[src/rtl/reg_file_2r1w_pkg.sv]
// Shared sizing and constants for the 2-read / 1-write register file.
package reg_file_2r1w_pkg;

  localparam int DATA_W = 8;
  localparam int ADDR_W = 3;
  localparam int DEPTH  = 1 << ADDR_W;

  localparam logic [DATA_W-1:0] REG_ZERO = '0;

endpackage

[src/rtl/dff_en_sr.sv]
// Single-bit D flip-flop with load enable and synchronous active-low clear.
module dff_en_sr (
  input  logic CLK,
  input  logic R,
  input  logic EN,
  input  logic D,
  output logic Q,
  output logic Q_
);

  always_ff @(posedge CLK) begin
    if (!R) begin
      Q <= 1'b0;
    end else if (EN) begin
      Q <= D;
    end
  end

  assign Q_ = ~Q;

endmodule

[src/rtl/reg_file_2r1w.sv]
// Register file: 2^ADDR_W entries, one synchronous write port, two registered
// read ports with write-first forwarding; register 0 always reads as zero.
module reg_file_2r1w
  import reg_file_2r1w_pkg::*;
#(
  parameter int DATA_W_P = DATA_W,
  parameter int ADDR_W_P = ADDR_W
) (
  input  logic                CLK,
  input  logic                R,
  input  logic                WE,
  input  logic [ADDR_W_P-1:0] WA,
  input  logic [DATA_W_P-1:0] WD,
  input  logic [ADDR_W_P-1:0] RA1,
  input  logic [ADDR_W_P-1:0] RA2,
  output logic [DATA_W_P-1:0] RD1,
  output logic [DATA_W_P-1:0] RD2
);

  localparam int DEPTH_P = 1 << ADDR_W_P;

  logic [DEPTH_P-1:0]  wen;
  logic [DATA_W_P-1:0] regs       [DEPTH_P];
  logic [DATA_W_P-1:0] regs_unused [DEPTH_P];
  logic [DATA_W_P-1:0] rd1_next;
  logic [DATA_W_P-1:0] rd2_next;
  logic [DATA_W_P-1:0] rd1_unused;
  logic [DATA_W_P-1:0] rd2_unused;

  always_comb begin
    wen = '0;
    if (WE) begin
      wen[WA] = 1'b1;
    end
    wen[0] = 1'b0;
  end

  // Entry 0 has no storage: it is the architectural zero register.
  genvar gi, gb;
  generate
    for (gi = 0; gi < DEPTH_P; gi++) begin : g_reg
      if (gi == 0) begin : g_zero
        assign regs[gi]        = DATA_W_P'(REG_ZERO);
        assign regs_unused[gi] = '1;
      end else begin : g_store
        for (gb = 0; gb < DATA_W_P; gb++) begin : g_bit
          dff_en_sr u_bit (
            .CLK (CLK),
            .R   (R),
            .EN  (wen[gi]),
            .D   (WD[gb]),
            .Q   (regs[gi][gb]),
            .Q_  (regs_unused[gi][gb])
          );
        end
      end
    end
  endgenerate

  // Write-first: a same-edge write to the addressed register is forwarded.
  always_comb begin
    rd1_next = regs[RA1];
    if (RA1 == '0) begin
      rd1_next = DATA_W_P'(REG_ZERO);
    end else if (WE && (WA == RA1)) begin
      rd1_next = WD;
    end
  end

  always_comb begin
    rd2_next = regs[RA2];
    if (RA2 == '0) begin
      rd2_next = DATA_W_P'(REG_ZERO);
    end else if (WE && (WA == RA2)) begin
      rd2_next = WD;
    end
  end

  generate
    for (gb = 0; gb < DATA_W_P; gb++) begin : g_rd
      dff_en_sr u_rd1 (
        .CLK (CLK),
        .R   (R),
        .EN  (1'b1),
        .D   (rd1_next[gb]),
        .Q   (RD1[gb]),
        .Q_  (rd1_unused[gb])
      );
      dff_en_sr u_rd2 (
        .CLK (CLK),
        .R   (R),
        .EN  (1'b1),
        .D   (rd2_next[gb]),
        .Q   (RD2[gb]),
        .Q_  (rd2_unused[gb])
      );
    end
  endgenerate

endmodule
[config.mk]
export PLATFORM = sky130hd
export DESIGN_NAME = reg_file_2r1w
export DESIGN_NICKNAME = d
export VERILOG_FILES = /design/src/rtl/reg_file_2r1w_pkg.sv /design/src/rtl/dff_en_sr.sv /design/src/rtl/reg_file_2r1w.sv
export SDC_FILE = /design/constraint.sdc
export NUM_CORES = 1
export LEC_CHECK = 0
export BUFFER_PORTS_ARGS = -buffer_cell sky130_fd_sc_hd__buf_2
export CORE_UTILIZATION = 59
export CTS_BUF_LIST = sky130_fd_sc_hd__clkbuf_4
export DETAILED_ROUTE_END_ITERATION = 12
export HOLD_SLACK_MARGIN = 0.03
export PLACE_DENSITY = 0.82
export SKIP_LAST_GASP = 1
export SLEW_MARGIN = 20
export SYNTH_ARGS = -nofsm -noshare
export SYNTH_HDL_FRONTEND = slang
export SYNTH_HIERARCHICAL = 1
export SYNTH_SLANG_ARGS = --single-unit
[constraint.sdc]
create_clock -name CLK -period 3.1 [get_ports CLK]
set_input_delay 0.62 -clock CLK [delete_from_list [all_inputs] [get_ports CLK]]
set_output_delay 0.62 -clock CLK [all_outputs]
set_load 0.01 [all_outputs]
; Word level (Yosys, flattened, before mapping)
; Index checks and enable logic that the tools add are counted.
[classes]
n_reduce_logical = 7
div = 0
shifts = 0
n_eq_ne = 2
muxes = 11
n_bitwise = 3
order_cmp = 4
addsub = 0
n_mul = 0
[op_table]
columns = op, count
row1 = $mux W8, 7
row2 = $bmux W8 S3, 2
row3 = $ge A4 B4 Y1 const B, 2
row4 = $not A3 Y4, 2
row5 = $eq A3 B3 Y1, 2
row6 = $logic_not A3 Y1, 2
row7 = $lt A3 B4 Y1 const B, 1
row8 = $reduce_or A2 Y1, 2
row9 = $demux W1 S3, 1
row10 = $ge A3 B1 Y1 const B, 1
row11 = $logic_and A1 B1 Y1, 3
row12 = $mux W1, 1
row13 = $not A1 Y1, 1
[word_totals]
elab_cells = 99
reg_bits = 72
romBits = 0
out_inout_bits = 16
input_bits = 20
ramBits = 0
n_memories = 0
latchBits = 0

; Longest topological paths before layout
[depth]
depth_word = 5
mapped_depth = 9
depth_no_buf = 6

; Cells and area by module
; Netlist, hierarchy kept.
[modules_own_cells]
columns = module, instances, area_each_um2, seq_area_each_um2, cells_per_inst
row1 = dff_en_sr, 72, 40.0, 20.0, 4
row2 = reg_file_2r1w, 1, 1281.2, 0.0, 169

; Least setup slack after synthesis
; Ideal clock, no wire load.
[synth_path]
path_kind = input -> register
from = input RA1[2]
to = register g_rd[0].u_rd1.Q
cell_stages = 8
setup_slack_ns = 1.138
n_path_buf = 2
arrival_time_ns = 1.846
setup_ns = 0.116
required_ns = 2.984
path_cell_list = buf_4 -> buf_2 -> mux2i_1 -> nor2_1 -> a2111oi_1 -> nor3_1 -> mux2i_1 -> nor2b_1
[synth_between]
elab_chain_cells = 5
word_cells_on_any_way = 9
classes_between = 1 x eq/ne / 4 x mux / 1 x bitwise / 3 x reduce/logical
[synth_rtl]
columns = item, line_no
row1 = from (decl), reg_file_2r1w.sv:14  ; input logic [ADDR_W_P-1:0] RA1,
row2 = $not A3 Y4 (implied by the code), reg_file_2r1w.sv:62  ; rd1_next = regs[RA1];
row3 = $bmux W8 S3, reg_file_2r1w.sv:62
row4 = $mux W8 (implied by the code) (2 in series), reg_file_2r1w.sv:62
row5 = $mux W8, reg_file_2r1w.sv:65  ; end else if (WE && (WA == RA1)) begin
row6 = to (signal assigned), dff_en_sr.sv:13  ; Q <= 1'b0;
row7 = to (signal assigned), dff_en_sr.sv:15  ; Q <= D;
row8 = to (decl), dff_en_sr.sv:7  ; output logic Q,
; Parallel ways exist; a longest one is shown, timed or not. The select of a mux whose other input is x is not followed.
; A chain may end at the register's enable or synchronous reset.

; Final worst setup path
[layout_path]
from = input RA1[2]
to = register g_rd[6].u_rd1.Q
[layout_between]
elab_chain_cells = 5
word_cells_on_any_way = 9
classes_between = 1 x eq/ne / 4 x mux / 1 x bitwise / 3 x reduce/logical
[layout_rtl]
columns = item, line_no
row1 = $not A3 Y4 (implied by the code), reg_file_2r1w.sv:62
row2 = $bmux W8 S3, reg_file_2r1w.sv:62
row3 = $mux W8 (implied by the code) (2 in series), reg_file_2r1w.sv:62
row4 = $mux W8, reg_file_2r1w.sv:65
row5 = to (signal assigned), dff_en_sr.sv:13
row6 = to (signal assigned), dff_en_sr.sv:15
row7 = to (decl), dff_en_sr.sv:7
; Parallel ways exist; a longest one is shown, timed or not. The select of a mux whose other input is x is not followed.

==> impl_metrics.tcl <==
set metrics [dict create \
    syn-cell-area_mm2 0.003894 \
    synth_cells 385 \
    fin_total_pwr_w 0.001785 \
    h-tree-depth 3 \
    outcome "finished clean" \
    drv_slew 0 \
    hold_viol 0 \
    hpwl_mm 6.247 \
    gr-total-overflow 0 \
    clock-sinks 72 \
    dr.pass1.iters 5 \
    cts_buffers 9 \
    grt_pass1_wl_mm 15.35 \
    period_share_pct 69.89 \
    cp-start-kind "input port" \
    clkTransAtPathRegs_ns 0.11 \
    worstPathArrival_ns 2.54 \
    required_ns 3.48 \
    syn_area_per_cell_um2 10.11 \
    diodes 0 \
    clk_latency_ns 0.44 \
    portBuffers 35 \
    period_needed_ns 2.167 \
    final_common_cell "mux2i_1" \
    multi_input_area_mm2 0.002405 \
    start_util_pct 61.32 \
    yosys_warnings 6 \
    drive_gt1_share_pct 14.61 \
    seqCellArea_mm2 0.001441 \
    cp-end-kind "flop" \
    vias 3110 \
    cp_slowest_cell "buf_2" \
    grt_pass1_vias 2896 \
    setup_tns_ns 0 \
    peakVddDrop_v 0.0002486 \
    row_count 29 \
    antenna_found_initial 0 \
    drt_iter0_markers 311 \
    skew_ns 0.009468 \
    place_congestion 0.9682 \
    dieArea_mm2 0.006928 \
    critPathMaxStageDelay_ns 0.57 \
    area_growth_pct 10.83 \
    hold_class "reg2reg" \
    crit_fanout 25 \
    critPathTopFamily "simple AND/OR/NAND/NOR gates" \
    die_h_um 83.24 \
    nFillCells 531 \
    p_leak_nw 1.601 \
    path_class "in2reg" \
    clockRootBuffer "clkbuf_4" \
    io_pins 36 \
    worst_slew_pin_slew_ns 1.104 \
    wire_per_inst_um 18.27 \
    cts_buffer_depth 2 \
    grt_setup_unrepaired "false" \
    coreArea_mm2 0.006350 \
    cts_tree "built" \
    routed_via_density 5.958 \
    post_cts_buffers 0 \
    setup_viol 0 \
    final_cell_mix "mux2i_1, dfxtp_1, nor2b_1" \
    worstPathCellList "buf_2 -> xnor2_1 -> nand4_1 -> a211oi_1 -> mux2i_1 -> nor2b_1" \
    die_w_um 83.24 \
    drc_errors 0 \
    maxCapViolations 0 \
    p_per_area_mw_per_mm2 413.6 \
    cts_resized 0 \
    fin_nets 460 \
    track_usage_pct 28.77 \
    drt_wl_total_mm 9.535 \
    max_slew_margin_pct 25.81 \
    post-route-util_pct 67.96 \
    antenna_left 0 \
    worst-path-buf-inv 1 \
    grt_max_degree 73 \
    fmax_mhz 461.5 \
    ctsHoldBuffers 0 \
]
[routing by layer]
layer  wire (µm)  GRT usage (%)  part of all wire, %
met4         148          12.07                  1.6
met2        4195          41.95                   44
met3         711          6.461                  7.5
met1        4479          40.98                   47
met5           0              0                    0
[where the power goes]
group	switching, W	internal, W	total [W]
registers	0.0000153	0.000947	0.000962
clock network	0.000343	0.000239	0.000582
logic	0.000139	0.000102	0.000241
[worst reg2reg max path, cell delays in order (launching register included)]
cell and delay [ns]:
dfxtp_1 0.34, mux4_1 0.54, a211oi_1 0.26, nor3_1 0.11, mux2i_1 0.14, nor2b_1 0.05
[stage by stage]
stage / cell area (µm²) / hold slack (ns) / cells / worst slack, ns
floorplan: 3950 / 0.4919 / 400 / 1.138
global placement: 4185 / 0.5176 / 506 / 0.5552
detailed placement: 4185 / 0.5294 / 506 / 0.5348
CTS: 4315 / 0.5429 / 522 / 0.9669
global route: 4315 / 0.5585 / 522 / 0.8706
finish: 4315 / 0.5450 / 522 / 0.9333
[path summary, 6_finish.rpt]
path	startpoint	endpoint	slack, ns	cells past startpoint
min reg2reg	g_reg[3].g_store.g_bit[5].u_bit/Q	g_reg[3].g_store.g_bit[5].u_bit/Q	0.55	2
min	g_reg[3].g_store.g_bit[5].u_bit/Q	g_reg[3].g_store.g_bit[5].u_bit/Q	0.55	2
max	RA1[2]	g_rd[6].u_rd1/Q	0.93	6
max reg2reg	g_reg[3].g_store.g_bit[0].u_bit/Q	g_rd[0].u_rd2/Q	1.56	5
[final cells by class]
cell class                      count  share of cell area [%]
Multi-Input combinational cell    312                   55.73
Sequential cell                    72                   33.40
Timing Repair Buffer               43                   5.451
Tap cell                           77                   2.233
Clock buffer                        9                   1.566
Clock inverter                      7                   1.450
Inverter                            2                  0.1740
[registers in the layout (all words and copies together), names as in the netlist]
name / cells
g.g_store.g_bit.u_bit/Q: 56
g_rd.u_rd1/Q: 8
g_rd.u_rd2/Q: 8
Power figures use the tool's default switching activity.
